<file path="src/rtl/eth_pcs_rx_block_sync.sv">
// 10GBASE-R receive block-lock FSM: checks 66-bit block sync headers, asks the
// gearbox to slip until boundaries are found, then keeps monitoring lock.
module eth_pcs_rx_block_sync #(
   parameter int unsigned SH_TH       = 64,
   parameter int unsigned SH_INVAL_TH = 16,
   parameter int unsigned SLIP_WAIT   = 2
) (
   input  logic       i_clk,
   input  logic       i_rst,
   input  logic       i_valid,
   input  logic [1:0] i_sync,
   output logic       o_slip,
   output logic       o_block_lock,
   output logic       o_lock_lost,
   output logic       o_sh_err
);

   localparam int unsigned SH_W   = $clog2(SH_TH) + 1;
   localparam int unsigned INV_W  = $clog2(SH_INVAL_TH) + 1;
   localparam int unsigned SLIP_W = $clog2(SLIP_WAIT) + 1;

   localparam logic [SH_W-1:0]   SH_TH_C       = SH_W'(SH_TH);
   localparam logic [INV_W-1:0]  SH_INVAL_TH_C = INV_W'(SH_INVAL_TH);
   localparam logic [SLIP_W-1:0] SLIP_WAIT_C   = SLIP_W'(SLIP_WAIT);

   localparam logic [1:0] SYNC_DATA = 2'b10;
   localparam logic [1:0] SYNC_CTRL = 2'b01;

   localparam logic [1:0] ST_UNLOCKED  = 2'd0;
   localparam logic [1:0] ST_LOCKED    = 2'd1;
   localparam logic [1:0] ST_SLIP_WAIT = 2'd2;

   logic [1:0]        state_q, state_d;
   logic [SH_W-1:0]   sh_cnt_q, sh_cnt_d;
   logic [INV_W-1:0]  inval_cnt_q, inval_cnt_d;
   logic [SLIP_W-1:0] slip_cnt_q, slip_cnt_d;
   logic              slip_q, slip_d;
   logic              block_lock_q, block_lock_d;
   logic              lock_lost_q, lock_lost_d;
   logic              sh_err_q, sh_err_d;

   logic              hdr_ok;
   logic [SH_W-1:0]   sh_cnt_inc;
   logic [INV_W-1:0]  inval_cnt_inc;
   logic [SLIP_W-1:0] slip_cnt_inc;

   assign hdr_ok        = (i_sync == SYNC_DATA) || (i_sync == SYNC_CTRL);
   assign sh_cnt_inc    = sh_cnt_q + SH_W'(1);
   assign inval_cnt_inc = inval_cnt_q + INV_W'(1);
   assign slip_cnt_inc  = slip_cnt_q + SLIP_W'(1);

   always_comb begin
      state_d      = state_q;
      sh_cnt_d     = sh_cnt_q;
      inval_cnt_d  = inval_cnt_q;
      slip_cnt_d   = slip_cnt_q;
      block_lock_d = block_lock_q;
      slip_d       = 1'b0;
      lock_lost_d  = 1'b0;
      sh_err_d     = 1'b0;

      if (i_valid) begin
         case (state_q)
            ST_UNLOCKED: begin
               if (hdr_ok) begin
                  if (sh_cnt_inc == SH_TH_C) begin
                     state_d      = ST_LOCKED;
                     block_lock_d = 1'b1;
                     sh_cnt_d     = '0;
                     inval_cnt_d  = '0;
                  end else begin
                     sh_cnt_d = sh_cnt_inc;
                  end
               end else begin
                  state_d    = ST_SLIP_WAIT;
                  slip_d     = 1'b1;
                  sh_cnt_d   = '0;
                  slip_cnt_d = '0;
               end
            end

            ST_LOCKED: begin
               sh_err_d = !hdr_ok;
               // Lock loss is tested first so it wins over a window rollover on the same header.
               if (!hdr_ok && (inval_cnt_inc == SH_INVAL_TH_C)) begin
                  state_d      = ST_SLIP_WAIT;
                  block_lock_d = 1'b0;
                  lock_lost_d  = 1'b1;
                  slip_d       = 1'b1;
                  sh_cnt_d     = '0;
                  inval_cnt_d  = '0;
                  slip_cnt_d   = '0;
               end else if (sh_cnt_inc == SH_TH_C) begin
                  sh_cnt_d    = '0;
                  inval_cnt_d = '0;
               end else begin
                  sh_cnt_d = sh_cnt_inc;
                  if (!hdr_ok) begin
                     inval_cnt_d = inval_cnt_inc;
                  end
               end
            end

            ST_SLIP_WAIT: begin
               if (slip_cnt_inc == SLIP_WAIT_C) begin
                  state_d     = ST_UNLOCKED;
                  slip_cnt_d  = '0;
                  sh_cnt_d    = '0;
                  inval_cnt_d = '0;
               end else begin
                  slip_cnt_d = slip_cnt_inc;
               end
            end

            default: begin
               state_d      = ST_UNLOCKED;
               sh_cnt_d     = '0;
               inval_cnt_d  = '0;
               slip_cnt_d   = '0;
               block_lock_d = 1'b0;
            end
         endcase
      end
   end

   always_ff @(posedge i_clk) begin
      if (i_rst) begin
         state_q      <= ST_UNLOCKED;
         sh_cnt_q     <= '0;
         inval_cnt_q  <= '0;
         slip_cnt_q   <= '0;
         slip_q       <= 1'b0;
         block_lock_q <= 1'b0;
         lock_lost_q  <= 1'b0;
         sh_err_q     <= 1'b0;
      end else begin
         state_q      <= state_d;
         sh_cnt_q     <= sh_cnt_d;
         inval_cnt_q  <= inval_cnt_d;
         slip_cnt_q   <= slip_cnt_d;
         slip_q       <= slip_d;
         block_lock_q <= block_lock_d;
         lock_lost_q  <= lock_lost_d;
         sh_err_q     <= sh_err_d;
      end
   end

   assign o_slip       = slip_q;
   assign o_block_lock = block_lock_q;
   assign o_lock_lost  = lock_lost_q;
   assign o_sh_err     = sh_err_q;

endmodule

</file>
<file path="config.mk">
export PLATFORM = sky130hd
export DESIGN_NAME = eth_pcs_rx_block_sync
export DESIGN_NICKNAME = d
export VERILOG_FILES = /design/src/rtl/eth_pcs_rx_block_sync.sv
export SDC_FILE = /design/constraint.sdc
export NUM_CORES = 1
export LEC_CHECK = 0
export ABC_AREA = 1
export ABC_CLOCK_PERIOD_IN_PS = 2200
export CAP_MARGIN = 20
export CELL_PAD_IN_SITES_DETAIL_PLACEMENT = 1
export CELL_PAD_IN_SITES_GLOBAL_PLACEMENT = 2
export CORE_MARGIN = 2
export CORE_UTILIZATION = 31
export CTS_CLUSTER_SIZE = 40
export DETAILED_ROUTE_END_ITERATION = 6
export HOLD_SLACK_MARGIN = 0.05
export PLACE_DENSITY = 0.8
export SYNTH_ARGS = -nofsm -noshare
export SYNTH_HDL_FRONTEND = slang
export SYNTH_SLANG_ARGS = --single-unit
</file>
<file path="constraint.sdc">
create_clock -name i_clk -period 2.2 [get_ports i_clk]
set_input_delay 0.44 -clock i_clk [delete_from_list [all_inputs] [get_ports i_clk]]
set_output_delay 0.44 -clock i_clk [all_outputs]
set_load 0.01 [all_outputs]
</file>
==> run metrics, run 1 <==
Static Leak=0.0006282 uW; Setup Viol. Count Final=0; gr ovfl total=0; register area share after synthesis=34.19%; post-synth top area cell=dfxtp_1; Switch Pwr=254.7 uW; status=finished, final reports clean; crit path time final=1.864 ns; crit-path max FO=10; Core Area=3633 sq um; post-CTS setup buffers=0; Synth top cells by count=nand2_1, inv_1, nor2_1, dfxtp_1, nand3_1; Wirelength per Cell=11.81 um; Storage cell area=400.4 sq um; drt pass-1 iters=4; FF+latch count, synth=20; largest net degree at the start of global routing=12; Fin Setup TNS=0 ns; Num CTS Buffers=3; CP required=2.40 ns; CP arrival=2.06 ns; final WL=2857 um; DIE AREA=4286 sq um; clock tree buffer depth=2; initial antenna violation count=0; Final HPWL DP=2270 um; Synth Warn #=0; Period Utilization, post-route=84.72%; Rows=22; Reg power frac=46.9%; total power=852.4 uW; DRC violations left=0; total global-route track usage=15.34%; first-pass GRT wire length=5112 um; worst setup path start=sh_cnt_q[0]; startpoint types=flip-flop; Setup Skew=0.003412 ns; syn_nets=188; r2r startpoint=sh_cnt_q[0]; Clock power frac=33.4%; CTS Hold Buffers Added=0; area of the multi-input gates=650.6 sq um; placer congestion estimate=0.7967; fill count=494; worst hold path depth=2; vias per cell=4.599; hold crit path type=flip-flop to flip-flop; Clock Sink Count=20; vias in the first global route=1153; Netlist cell types=24; Ports=9; endpoints failing hold=0; Async SR Flop Fraction=0%; Max Slew Vio Count=0; area of the mapped netlist=1171 sq um; CTS root buf=clkbuf_8; clock slew at reported path FFs=0.08 ns; TritonCTS clock tree=done; hold_sp=slip_cnt_q[1]; Synth Instances=180; worst rel slew slack=74.39%; Pint=597.7 uW; antenna violation net count after detailed routing=0; Slew @ Worst Pin=0.3830 ns; Peak supply drop=0.2299 mV; Gate power share=19.8%; critical path capture point type=flip-flop; PwrDens=615.4 nW/um^2; port buffer count=8; Max Freq=536.5 MHz; post_cts resized=0; share of the synthesized area in the top cell type=34.19%; Post-synth EDFFs=0; ANT cells=0; H-tree lvl count=1; top_reg_cell synth=dfxtp_1; total number of vias=1113; worst reg-to-reg setup slack=0.34 ns; switch share=29.88%; worst reg-to-reg path cell count=11; fin nets=203; RSZ-0062 raised after global routing=false; synth top area cells=dfxtp_1, nand2_1, inv_1; Worst-Skew Late Latency=0.26 ns; Die Y=65.47 um; most frequent cell after synthesis=nand2_1; Syn Area/Cell=6.506 sq um; area added between synthesis and finish=18.27%; max-cap violations=0; die width=65.47 um; Worst R2R End=inval_cnt_q[1]; crit path kind=flip-flop to flip-flop; DRT iter0 DRCs=43; initial core utilization=32.23%; WHS Endpoint=slip_cnt_q[1]; share of cells above drive strength 1=9.794%
[per-layer routing]
layer / track usage, % / routed length [um] / vias up
li1: - / - / 591
met1: 21.22 / 1536 / 507
met2: 24.36 / 1231 / 11
met3: 2.055 / 61 / 4
met4: 5.469 / 28 / 0
met5: 0 / 0 / -
[per-stage QoR]
stage | setup WS [ns] | instance area [sq um] | instances | utilization, % | hold slack, ns
2_1_floorplan | 0.6312 | 1171 | 180 | - | 0.4047
3_3_place_gp | 0.1466 | 1330 | 238 | 36.60 | 0.4120
3_5_place_dp | 0.05785 | 1330 | 238 | 36.60 | 0.4274
4_1_cts | 0.3130 | 1385 | 242 | 38.12 | 0.4399
5_1_grt | 0.1303 | 1385 | 242 | 38.12 | 0.4705
6_report | 0.3362 | 1385 | 242 | 38.12 | 0.4371
[power by group through the flow]
stage	combinational, uW	clock, uW	sequential [uW]
floorplan	121	0	404
global placement	163	0	407
detailed placement	168	0	408
CTS	169	297	400
global route	194	319	402
finish	168	285	399
[state kept, by name (all words and copies together), names as in the netlist]
register / flops
o_block_lock: 1
state_q: 2
o_slip: 1
o_lock_lost: 1
inval_cnt_q: 5
slip_cnt_q: 2
o_sh_err: 1
sh_cnt_q: 7
[how the worst max path moves through the flow]
stage / endpoint / slack, ns
final: inval_cnt_q[1] / 0.34
after global placement: sh_cnt_q[3] / 0.15
after global routing: inval_cnt_q[1] / 0.13
after CTS: inval_cnt_q[1] / 0.31
after detailed placement: slip_cnt_q[1] / 0.06
after floorplan: slip_cnt_q[0] / 0.63
[final cells by class]
class	count	share of cell area, %
multi-input combinational	128	46.97
sequential	20	28.91
inverter	31	8.401
timing repair buffer	11	7.407
tap	48	4.336
clock buffer	4	3.975
[placed cells by master (no fill, tap or decap), types with 2 or more instances in the layout]
cell             instances
o21ai_0                  2
nand3_1                 16
nor3_1                   3
buf_4                    3
clkdlybuf4s50_1          8
nand3_2                  2
nand4_1                  5
nand2_1                 42
a21oi_1                 10
nand3_4                  2
xor2_1                   2
nand2_2                  5
nor2_1                  29
inv_1                   29
clkbuf_8                 4
dfxtp_1                 20
ha_1                     3
[cells by family after synthesis]
group / synth area share, %
AND/OR/NAND/NOR: 44.02
XOR/XNOR: 1.496
buffers and inverters: 10.26
flip-flops: 34.19
AO/OA/AOI/OAI: 6.838
adder cells (fa/ha/maj): 3.205
[critical path, cell delays in order (launching register included)]
cell and delay [ns]:
dfxtp_1 0.44, ha_1 0.26, nand2_2 0.08, nor2_1 0.17
nand3b_1 0.11, nand2_2 0.11, nand3_4 0.15, nand3_2 0.12
nand3_4 0.12, nand2_1 0.09, nand2_1 0.06, nor2_1 0.10
No activity file was read; power rests on OpenSTA's default activity.
==> run 2, diff against run 1 <==
- ABC_CLOCK_PERIOD_IN_PS: 2200 -> 1520
- CORE_UTILIZATION: 31 -> 28
- PLACE_DENSITY: 0.8 -> 0.76
- clock period: 2.2 -> 1.52 ns (I/O delays scaled with it)
==> run 2 against run 1 <==
  * The flow now finishes with violations (negative setup slack)
  * Sequential power increased by 45%
  * Sequential share of layout area decreased by 7.2 points
  * Sequential cell count unchanged
  * Combinational power increased to 2.5 times the previous value
  * Core utilization increased by 9.2 points
  * Worst setup slack got worse by 0.44 ns
  * Clock-buffer cell count decreased by 1
  * Register-to-register slack got worse by 0.44 ns
  * Power increased by 60%
  * Critical endpoint unchanged
==> run metrics, run 2 (synthesized netlist as in run 1, its figures left out) <==
worst rel slew slack=73.75% (-0.63 points); Top reg by flops=sh_cnt_q; die width=68.67 um (+4.9%); TritonCTS clock tree=done; drt pass-1 iters=4 (unchanged); CTS root buf=clkbuf_8; CP max stage delay=0.36 ns (-0.08 ns); Worst R2R End=inval_cnt_q[1]; area added between synthesis and finish=61.75%; antenna violation net count after detailed routing=0 (unchanged); first-pass GRT wire length=6223 um (+22%); worst reg-to-reg path cell count=12 (+1); hold crit path type=flip-flop to flip-flop; critical path capture point type=flip-flop; total global-route track usage=17.81% (+2.5 points); switch share=32.89% (+3.0 points); crit-path max FO=7 (-3); Gate power share=31.4% (+12 points); clock slew at reported path FFs=0.08 ns (about the same); r2r startpoint=sh_cnt_q[0]; gr ovfl total=0 (unchanged); Rows=23 (+4.5%); port buffer count=8 (unchanged); Worst-Skew Late Latency=0.26 ns (about the same); worst hold path depth=2 (unchanged); initial core utilization=29.28% (-3.0 points); placed cell count=265 (+11%); Wirelength per Cell=13.83 um (+17%); Static Leak=0.0008511 uW (+35%); crit path time final=1.624 ns (-0.2401 ns); Slew @ Worst Pin=0.3923 ns (+0.009231 ns); DRC violations left=0 (unchanged); WHS Endpoint=slip_cnt_q[1]; Die Y=68.67 um (+4.9%); placer congestion estimate=0.7429 (-6.8%); H-tree lvl count=1 (unchanged); Clock power frac=26.1% (-7.3 points); Top Registers=sh_cnt_q: 7 flops, inval_cnt_q: 5 flops; Switch Pwr=448.0 uW (+76%); commonest non-fill, non-tap cell in the layout=nand2_1; most frequent CP cell=nor2_1; fin nets=239 (+18%); Fin Setup TNS=-0.4887 ns (-0.4887 ns); Clock Sink Count=20 (unchanged); vias per cell=4.674 (+1.6%); DRT iter0 DRCs=37 (-14%); Ports=9 (unchanged); Period Utilization, post-route=106.8% (+22 points); crit path kind=flip-flop to flip-flop; cells along the critical path=ha_4 > nand2_4 > nor2_4 > nand2_1 > nand2_1 > nand2_2 > nand3_4 > buf_4 > nand3_2 > nor2_1 > nor2_1 > nor2_1; Final HPWL DP=2633 um (+16%); RSZ-0062 raised after global routing=true; Pint=914.0 uW (+53%); final WL=3858 um (+35%); slowest CP cell=dfxtp_2; Setup Skew=0.003670 ns (+0.0002578 ns); status=finished, violations left; Finished Layout Cells=279 (+15%); vias in the first global route=1424 (+24%); startpoint types=flip-flop; Num CTS Buffers=3 (unchanged); Max Slew Vio Count=0 (unchanged); max-cap violations=0 (unchanged); CP required=1.71 ns (-0.69 ns); total number of vias=1304 (+17%); CP arrival=1.82 ns (-0.24 ns); Setup Viol. Count Final=8 (+8); DIE AREA=4716 sq um (+10%); Largest register FFs=7 (unchanged); fill count=503 (+1.8%); Final Worst Setup Slack=-0.1036 ns (-0.4399 ns); endpoints failing hold=0 (unchanged); initial antenna violation count=0 (unchanged); most frequent cells in the layout=nand2_1, buf_4, inv_1, nor2_1, dfxtp_1; violated checks=negative setup slack; Reg power frac=42.5% (-4.4 points); largest net degree at the start of global routing=11 (-1); ANT cells=0 (unchanged); worst reg-to-reg setup slack=-0.10 ns (-0.44 ns); worst setup path start=sh_cnt_q[0]; Core Area=4000 sq um (+10%); clock tree buffer depth=2 (unchanged); Peak supply drop=0.2712 mV (+18%); share of cells above drive strength 1=40.61% (+31 points); hold_sp=slip_cnt_q[1]; Max Freq=615.9 MHz (+15%); PwrDens=719.0 nW/um^2 (+17%)
==> run 2: how the worst max path moves through the flow <==
stage                     end  slack, ns
2_1_floorplan   slip_cnt_q[0]    -0.0008
3_3_place_gp    slip_cnt_q[0]      -0.33
3_5_place_dp    slip_cnt_q[0]      -0.48
4_1_cts        inval_cnt_q[0]      -0.09
5_1_grt        inval_cnt_q[1]      -0.26
6_report       inval_cnt_q[1]      -0.10
==> run 2: cell type report <==
| cell class | count | area (sq um) | area share [%] |
|---|---|---|---|
| sequential | 20 | 411.6 | 21.73 |
| inverter | 31 | 121.4 | 6.407 |
| tap | 50 | 62.56 | 3.303 |
| clock buffer | 3 | 41.29 | 2.180 |
| timing repair buffer | 46 | 389.1 | 20.54 |
| multi-input combinational | 129 | 868.3 | 45.84 |
==> run 2: power groups by stage <==
stage	sequential [uW]	clock [uW]	combinational, uW
floorplan	585	0	176
global placement	582	0	315
detailed placement	584	0	325
CTS	574	369	393
global route	583	393	475
finish	579	355	428
==> run 2: what timing repair did <==
item / CTS / global route
buffers inserted: 8 / 2
gates resized for setup: 37 / 23
cloned: 1 / 0
hold buffers: 0 / 0
pin swaps: 19 / 13
endpoints found under the setup margin: 17 / 18
==> run 2: per-layer routing <==
layer | track usage, % | vias to the layer above | part of all wire, %
li1 | - | 664 | -
met4 | 5.500 | 0 | 0.98
met1 | 18.83 | 626 | 41
met3 | 2.435 | 6 | 1.2
met2 | 35.58 | 8 | 56
met5 | 0 | - | 0
==> run 2: critical path: cells and delay by family, from the launching register on <==
family | cells | cell delay (ns)
fa+ha+maj | 1 | 0.16
buf+inv | 1 | 0.14
flops | 1 | 0.36
simple gates | 10 | 0.89
==> run 2: metrics by stage <==
stage          total power [uW]  cell area [sq um]  util, %  hold slack [ns]  setup slack, ns
2_1_floorplan             761.4               1177        -           0.4047       -0.0007879
3_3_place_gp              896.7               1526    38.16           0.4132          -0.3329
3_5_place_dp              909.0               1526    38.16           0.4210          -0.4790
4_1_cts                    1336               1783    44.57           0.4330         -0.08604
5_1_grt                    1452               1894    47.36           0.4592          -0.2565
6_report                   1362               1894    47.36           0.4321          -0.1036
